<file path="config.mk">
export PLATFORM = sky130hd
export DESIGN_NAME = multicycle_maindec
export DESIGN_NICKNAME = d
export VERILOG_FILES = /design/src/rtl/multicycle_maindec.sv
export SDC_FILE = /design/constraint.sdc
export NUM_CORES = 1
export LEC_CHECK = 0
export CAP_MARGIN = 20
export CORE_MARGIN = 2
export CORE_UTILIZATION = 49
export CTS_CLUSTER_DIAMETER = 120
export DETAILED_ROUTE_END_ITERATION = 6
export PLACE_DENSITY = 0.9
export SYNTH_ARGS = -nofsm -noshare
export SYNTH_HDL_FRONTEND = slang
export SYNTH_SLANG_ARGS = --single-unit
</file>
<file path="constraint.sdc">
create_clock -name clk -period 4 [get_ports clk]
set_input_delay 0.8 -clock clk [delete_from_list [all_inputs] [get_ports clk]]
set_output_delay 0.8 -clock clk [all_outputs]
set_load 0.01 [all_outputs]
</file>
<file path="src/rtl/multicycle_maindec.sv">
// Multicycle LEGv8 main control FSM: latches the opcode in FETCH and sequences
// DECODE/EXEC/MEM/WB, with illegal-opcode and data-memory-timeout traps.
module multicycle_maindec #(
  parameter bit EN_IMM      = 1'b1,
  parameter int MEM_TIMEOUT = 16,
  parameter int CNT_W       = 32
) (
  input  logic             clk,
  input  logic             reset,
  input  logic [10:0]      Op,
  input  logic             ir_valid,
  input  logic             dmem_ready,
  output logic             IRWrite,
  output logic             Reg2Loc,
  output logic             ALUSrc,
  output logic             MemtoReg,
  output logic             RegWrite,
  output logic             MemRead,
  output logic             MemWrite,
  output logic             Branch,
  output logic [1:0]       ALUOp,
  output logic             PCWrite,
  output logic             illegal,
  output logic [2:0]       state,
  output logic [CNT_W-1:0] retired
);

  localparam logic [2:0] S_FETCH  = 3'd0;
  localparam logic [2:0] S_DECODE = 3'd1;
  localparam logic [2:0] S_EXEC   = 3'd2;
  localparam logic [2:0] S_MEM    = 3'd3;
  localparam logic [2:0] S_WB     = 3'd4;
  localparam logic [2:0] S_FAULT  = 3'd5;

  localparam int CW = (MEM_TIMEOUT > 2) ? $clog2(MEM_TIMEOUT) : 1;
  localparam logic [CW-1:0] CNT_LAST = CW'(MEM_TIMEOUT - 1);

  typedef struct packed {
    logic ldur;
    logic stur;
    logic cbz;
    logic rtype;
    logic imm;
  } dec_t;

  logic [2:0]       state_q, state_d;
  logic [10:0]      op_q, op_d;
  logic [CW-1:0]    cnt_q, cnt_d;
  logic [CNT_W-1:0] retired_q, retired_d;
  logic             illegal_q, illegal_d;
  dec_t             dec;

  always_comb begin
    dec = '0;
    casez (op_q)
      11'b11111000010: dec.ldur  = 1'b1;
      11'b11111000000: dec.stur  = 1'b1;
      11'b10110100???: dec.cbz   = 1'b1;
      11'b10001011000,
      11'b11001011000,
      11'b10001010000,
      11'b10101010000: dec.rtype = 1'b1;
      11'b1001000100?,
      11'b1101000100?: dec.imm   = EN_IMM;
      default:         dec       = '0;
    endcase
  end

  always_comb begin
    state_d  = state_q;
    op_d     = op_q;
    cnt_d    = cnt_q;
    IRWrite  = 1'b0;
    Reg2Loc  = 1'b0;
    ALUSrc   = 1'b0;
    MemtoReg = 1'b0;
    RegWrite = 1'b0;
    MemRead  = 1'b0;
    MemWrite = 1'b0;
    Branch   = 1'b0;
    ALUOp    = 2'b00;
    PCWrite  = 1'b0;
    case (state_q)
      S_FETCH: begin
        // IRWrite is masked while reset is held so every control reads 0 in reset
        if (ir_valid) begin
          IRWrite = reset;
          op_d    = Op;
          state_d = S_DECODE;
        end
      end
      S_DECODE: state_d = (|dec) ? S_EXEC : S_FAULT;
      S_EXEC: begin
        cnt_d = '0;
        if (dec.rtype) begin
          ALUOp   = 2'b10;
          state_d = S_WB;
        end else if (dec.imm) begin
          ALUSrc  = 1'b1;
          state_d = S_WB;
        end else if (dec.ldur || dec.stur) begin
          ALUSrc  = 1'b1;
          Reg2Loc = dec.stur;
          state_d = S_MEM;
        end else begin
          Reg2Loc = 1'b1;
          ALUOp   = 2'b01;
          Branch  = 1'b1;
          PCWrite = 1'b1;
          state_d = S_FETCH;
        end
      end
      S_MEM: begin
        MemRead  = dec.ldur;
        MemWrite = dec.stur;
        // a ready on the last allowed cycle beats the timeout
        if (dmem_ready) begin
          PCWrite = dec.stur;
          state_d = dec.stur ? S_FETCH : S_WB;
        end else if (cnt_q == CNT_LAST) begin
          state_d = S_FAULT;
        end else begin
          cnt_d = cnt_q + 1'b1;
        end
      end
      S_WB: begin
        RegWrite = 1'b1;
        MemtoReg = dec.ldur;
        PCWrite  = 1'b1;
        state_d  = S_FETCH;
      end
      default: state_d = S_FAULT;
    endcase
    retired_d = retired_q + (PCWrite ? CNT_W'(1) : CNT_W'(0));
    illegal_d = illegal_q | (state_d == S_FAULT);
  end

  always_ff @(posedge clk) begin
    if (!reset) begin
      state_q   <= S_FETCH;
      op_q      <= '0;
      cnt_q     <= '0;
      retired_q <= '0;
      illegal_q <= 1'b0;
    end else begin
      state_q   <= state_d;
      op_q      <= op_d;
      cnt_q     <= cnt_d;
      retired_q <= retired_d;
      illegal_q <= illegal_d;
    end
  end

  assign state   = state_q;
  assign retired = retired_q;
  assign illegal = illegal_q;

endmodule

</file>
==> results.ini, run 1 <==
[power]
power_w=0.000972
pwr_density_cell_nw_per_um2=298
power_leakage_nw=1.19
largest_voltage_drop_on_the_vdd_net_uv=220

[place]
place_area_sq_um=3140
numPlacedInstances=403
place_congestion=0.854
dp_hpwl_microns=4130
port_buffers=61

[grt]
wire_length_of_the_first_global_routing_pass_microns=9130
remaining_global_route_overflow=0
grt_antenna_before_repair=0
via_count_of_the_first_global_routing_pass=2000
pin_count_of_the_biggest_net_entering_global_routing=46
global_route.usage.total=0.213

[sta]
achievable-frequency_mhz=274
setup_viol=0
final_max_slew_viol_count=0
totalNegativeSetupSlack_ns=0
period_share=0.911
hold_viol_final=0
worst_tran_pin_value_ns=0.475
max_slew_margin=0.683
final.min_clock_period_ns=3.64
rsz0062_at_grt=no
clock-skew-final_ns=0.00498

[clocking]
cts-root-to-sink-buffers=2
ctsHtreeMaxLevel=2
tritoncts=yes
postCtsHoldBufs=0
postCtsResizedCells=0
post_cts.repair.setup_buffers=0
tritoncts_num_sinks=51
clkTransAtPathRegs_ns=0.09
ctsRootBufferMaster=sky130_fd_sc_hd__clkbuf_8
cts_inserted_buffers=5
insertion_delay_ns=0.31

[min_path]
min-delay-start=op_q[0]
hold_path.class=reg -> reg
min_to=op_q[0]
worst_hold_path_stage_count=2

[logic_synthesis]
ys_seq_elements=51
ys_top_cells_by_area=sky130_fd_sc_hd__dfxtp_1, sky130_fd_sc_hd__xnor2_1, sky130_fd_sc_hd__and2_1
synth_cell_types=42
synth_seq_area_share=0.418
ys_warn_count=0
synth_top_cell_by_area=sky130_fd_sc_hd__dfxtp_1
postSynthNetCount=297
async_sr_flop_fraction=0
synth-edff-count=0
synth_ff_type=sky130_fd_sc_hd__dfxtp_1
area_of_the_mapped_netlist_sq_um=2440
avgSynthCellArea_sq_um=8.74
synthDominantCellAreaShare=0.418
post_synth_inst_count=279

[outcome]
outcome=finished clean

[cells_and_area]
post_route_cells_drive_above_1_share=0.0581
postLayoutCellArea_sq_um=3260
final_nets=361
total_area_of_multi_input_combinational_cells_sq_um=1390
fill_cells=384
sequential_cell_area_sq_um=1020
final-instance-count-excl-fill=411
antenna_cells=0
final_core_util=0.686
areaGrowthSynthToFinish_pct=33.7

[setup_path]
setup.worst_path.start_class=register
regToRegSetupSlack_ns=0.36
cp_data_arrival_time_ns=3.88
crit-reg2reg-launch=op_q[5]
setup_crit_path_kind=reg -> reg
path_max_fanout=5
critical_path_required_ns=4.23
timing.critical_path.from=op_q[5]
r2r_end=retired[26]
r2r_cells=12
worst_setup_path_end_kind=register

[detailed_routing]
initialDrtViolationCount=94
routed_vias=2188
finalWirelength_microns=5830
routed_wire_per_std_cell_microns=14.2
route.antenna.remaining_nets=0
detail_route.first_pass.iterations=4
dr_drc_count=0
routed_via_density=5.32

[floorplan]
design.die.area_sq_um=5560
dieWidth_microns=74.6
io_pins=62
core_region_area_sq_um=4750
core.rowCount=25
floorplan.initialDensity=0.513
fp.dieH_microns=74.6

[job]
maxCapViolCount=0

==> metal layers <==
metal / vias up / share of wire / GRT usage
met5: - / 0 / 0
met4: 0 / 0.0086 / 0.0516
met3: 5 / 0.067 / 0.0583
met2: 78 / 0.49 / 0.371
met1: 1011 / 0.44 / 0.262
li1: 1094 / - / -
==> report_power, final <==
part           switching, W  internal, W   total, W
Clock              0.000167     0.000202   0.000370
Combinational     0.0000329    0.0000395  0.0000724
Sequential        0.0000114     0.000518   0.000530
==> final cells by class <==
type | count | area share
flip-flops and latches | 51 | 0.313
clock buffers | 6 | 0.0253
inverters | 3 | 0.00345
repair buffers | 65 | 0.196
well taps | 67 | 0.0257
multi-input cells | 217 | 0.426
clock inverters | 2 | 0.0107
==> Yosys cell counts, types with 2 or more instances <==
cell type / instances
sky130_fd_sc_hd__o21ai_0: 7
sky130_fd_sc_hd__and2_1: 29
sky130_fd_sc_hd__or3_1: 5
sky130_fd_sc_hd__inv_1: 3
sky130_fd_sc_hd__nor3_1: 10
sky130_fd_sc_hd__o21a_1: 3
sky130_fd_sc_hd__and3_1: 5
sky130_fd_sc_hd__clkbuf_1: 7
sky130_fd_sc_hd__xnor2_1: 21
sky130_fd_sc_hd__and4_1: 2
sky130_fd_sc_hd__a21boi_0: 17
sky130_fd_sc_hd__nor4_1: 3
sky130_fd_sc_hd__o31a_1: 2
sky130_fd_sc_hd__nor4b_1: 3
sky130_fd_sc_hd__dfxtp_1: 51
sky130_fd_sc_hd__nand2_1: 43
sky130_fd_sc_hd__nand3_1: 12
sky130_fd_sc_hd__nor2b_1: 4
sky130_fd_sc_hd__nor2_1: 11
sky130_fd_sc_hd__nand2b_1: 2
sky130_fd_sc_hd__nand4_1: 9
sky130_fd_sc_hd__ha_1: 3
sky130_fd_sc_hd__or3b_1: 2
sky130_fd_sc_hd__xor2_1: 7
==> registers in the layout (all words and copies together), names as in the netlist <==
name / cells
retired: 32
illegal: 1
cnt_q: 4
state: 3
op_q: 11
==> worst max-delay path: stages, from the launching register on <==
cell	delay, ns
sky130_fd_sc_hd__dfxtp_1	0.34
sky130_fd_sc_hd__or3b_1	0.37
sky130_fd_sc_hd__nand4bb_1	0.28
sky130_fd_sc_hd__or3_1	0.41
sky130_fd_sc_hd__nor3_1	0.24
sky130_fd_sc_hd__a211o_1	0.19
sky130_fd_sc_hd__ha_1	0.27
sky130_fd_sc_hd__ha_1	0.26
sky130_fd_sc_hd__inv_1	0.11
sky130_fd_sc_hd__nor4_4	0.36
sky130_fd_sc_hd__nand3_1	0.22
sky130_fd_sc_hd__or3_1	0.34
sky130_fd_sc_hd__a21boi_0	0.17
==> metrics by stage <==
| step | worst slack (ns) | hold WS [ns] |
|---|---|---|
| final | 0.356 | 0.469 |
| after floorplan | 0.445 | 0.439 |
| after global placement | 0.490 | 0.458 |
| after detailed placement | 0.315 | 0.463 |
| after global routing | 0.0727 | 0.502 |
| after CTS | 0.265 | 0.476 |
==> cells in the final DEF, fill, tap and decap left out, types with 3 or more instances in the layout <==
| master | Yosys | routed |
|---|---|---|
| sky130_fd_sc_hd__clkdlybuf4s50_1 | 0 | 61 |
| sky130_fd_sc_hd__dfxtp_1 | 51 | 51 |
| sky130_fd_sc_hd__nand2_1 | 43 | 43 |
| sky130_fd_sc_hd__and2_1 | 29 | 29 |
| sky130_fd_sc_hd__xnor2_1 | 21 | 21 |
| sky130_fd_sc_hd__a21boi_0 | 17 | 17 |
| sky130_fd_sc_hd__nand3_1 | 12 | 12 |
| sky130_fd_sc_hd__nor2_1 | 11 | 11 |
| sky130_fd_sc_hd__nor3_1 | 10 | 10 |
| sky130_fd_sc_hd__nand4_1 | 9 | 9 |
| sky130_fd_sc_hd__o21ai_0 | 7 | 7 |
| sky130_fd_sc_hd__xor2_1 | 7 | 7 |
| sky130_fd_sc_hd__clkbuf_8 | 0 | 6 |
| sky130_fd_sc_hd__or3_1 | 5 | 5 |
| sky130_fd_sc_hd__and3_1 | 5 | 5 |
| sky130_fd_sc_hd__nor2b_1 | 4 | 4 |
| sky130_fd_sc_hd__buf_4 | 1 | 4 |
| sky130_fd_sc_hd__nor4_1 | 3 | 3 |
| sky130_fd_sc_hd__o21a_1 | 3 | 3 |
| sky130_fd_sc_hd__inv_1 | 3 | 3 |
| sky130_fd_sc_hd__ha_1 | 3 | 3 |
==> cells by family (layout without fill, tap and decap cells) <==
logic type,count (synthesis),count (layout),synth area share
AOI/OAI and AO/OA,37,37,0.109
buffers and inverters,11,76,0.0185
DFF,51,51,0.418
xor gates and xnor gates,28,28,0.101
muxes,1,1,0.00462
adders and majority gates,3,3,0.0154
and+or+nand+nor,148,148,0.333
==> how the worst max path moves through the flow <==
stage                              to  slack [ns]
after floorplan           retired[26]        0.45
after global placement    retired[30]        0.49
after detailed placement  retired[26]        0.32
after CTS                 retired[26]        0.27
after global routing      retired[26]        0.07
final                     retired[26]        0.36
(Power assumes the default switching activity.)
==> run 2, diff against run 1 <==
--- a/config.mk
+++ b/config.mk
@@ -11,6 +11,7 @@
 export CTS_CLUSTER_DIAMETER = 120
 export DETAILED_ROUTE_END_ITERATION = 6
 export PLACE_DENSITY = 0.9
+export SLEW_MARGIN = 30
 export SYNTH_ARGS = -nofsm -noshare
 export SYNTH_HDL_FRONTEND = slang
 export SYNTH_SLANG_ARGS = --single-unit
==> results of run 2 <==
The final DEF is identical to that of run 1; final timing and power are the same.
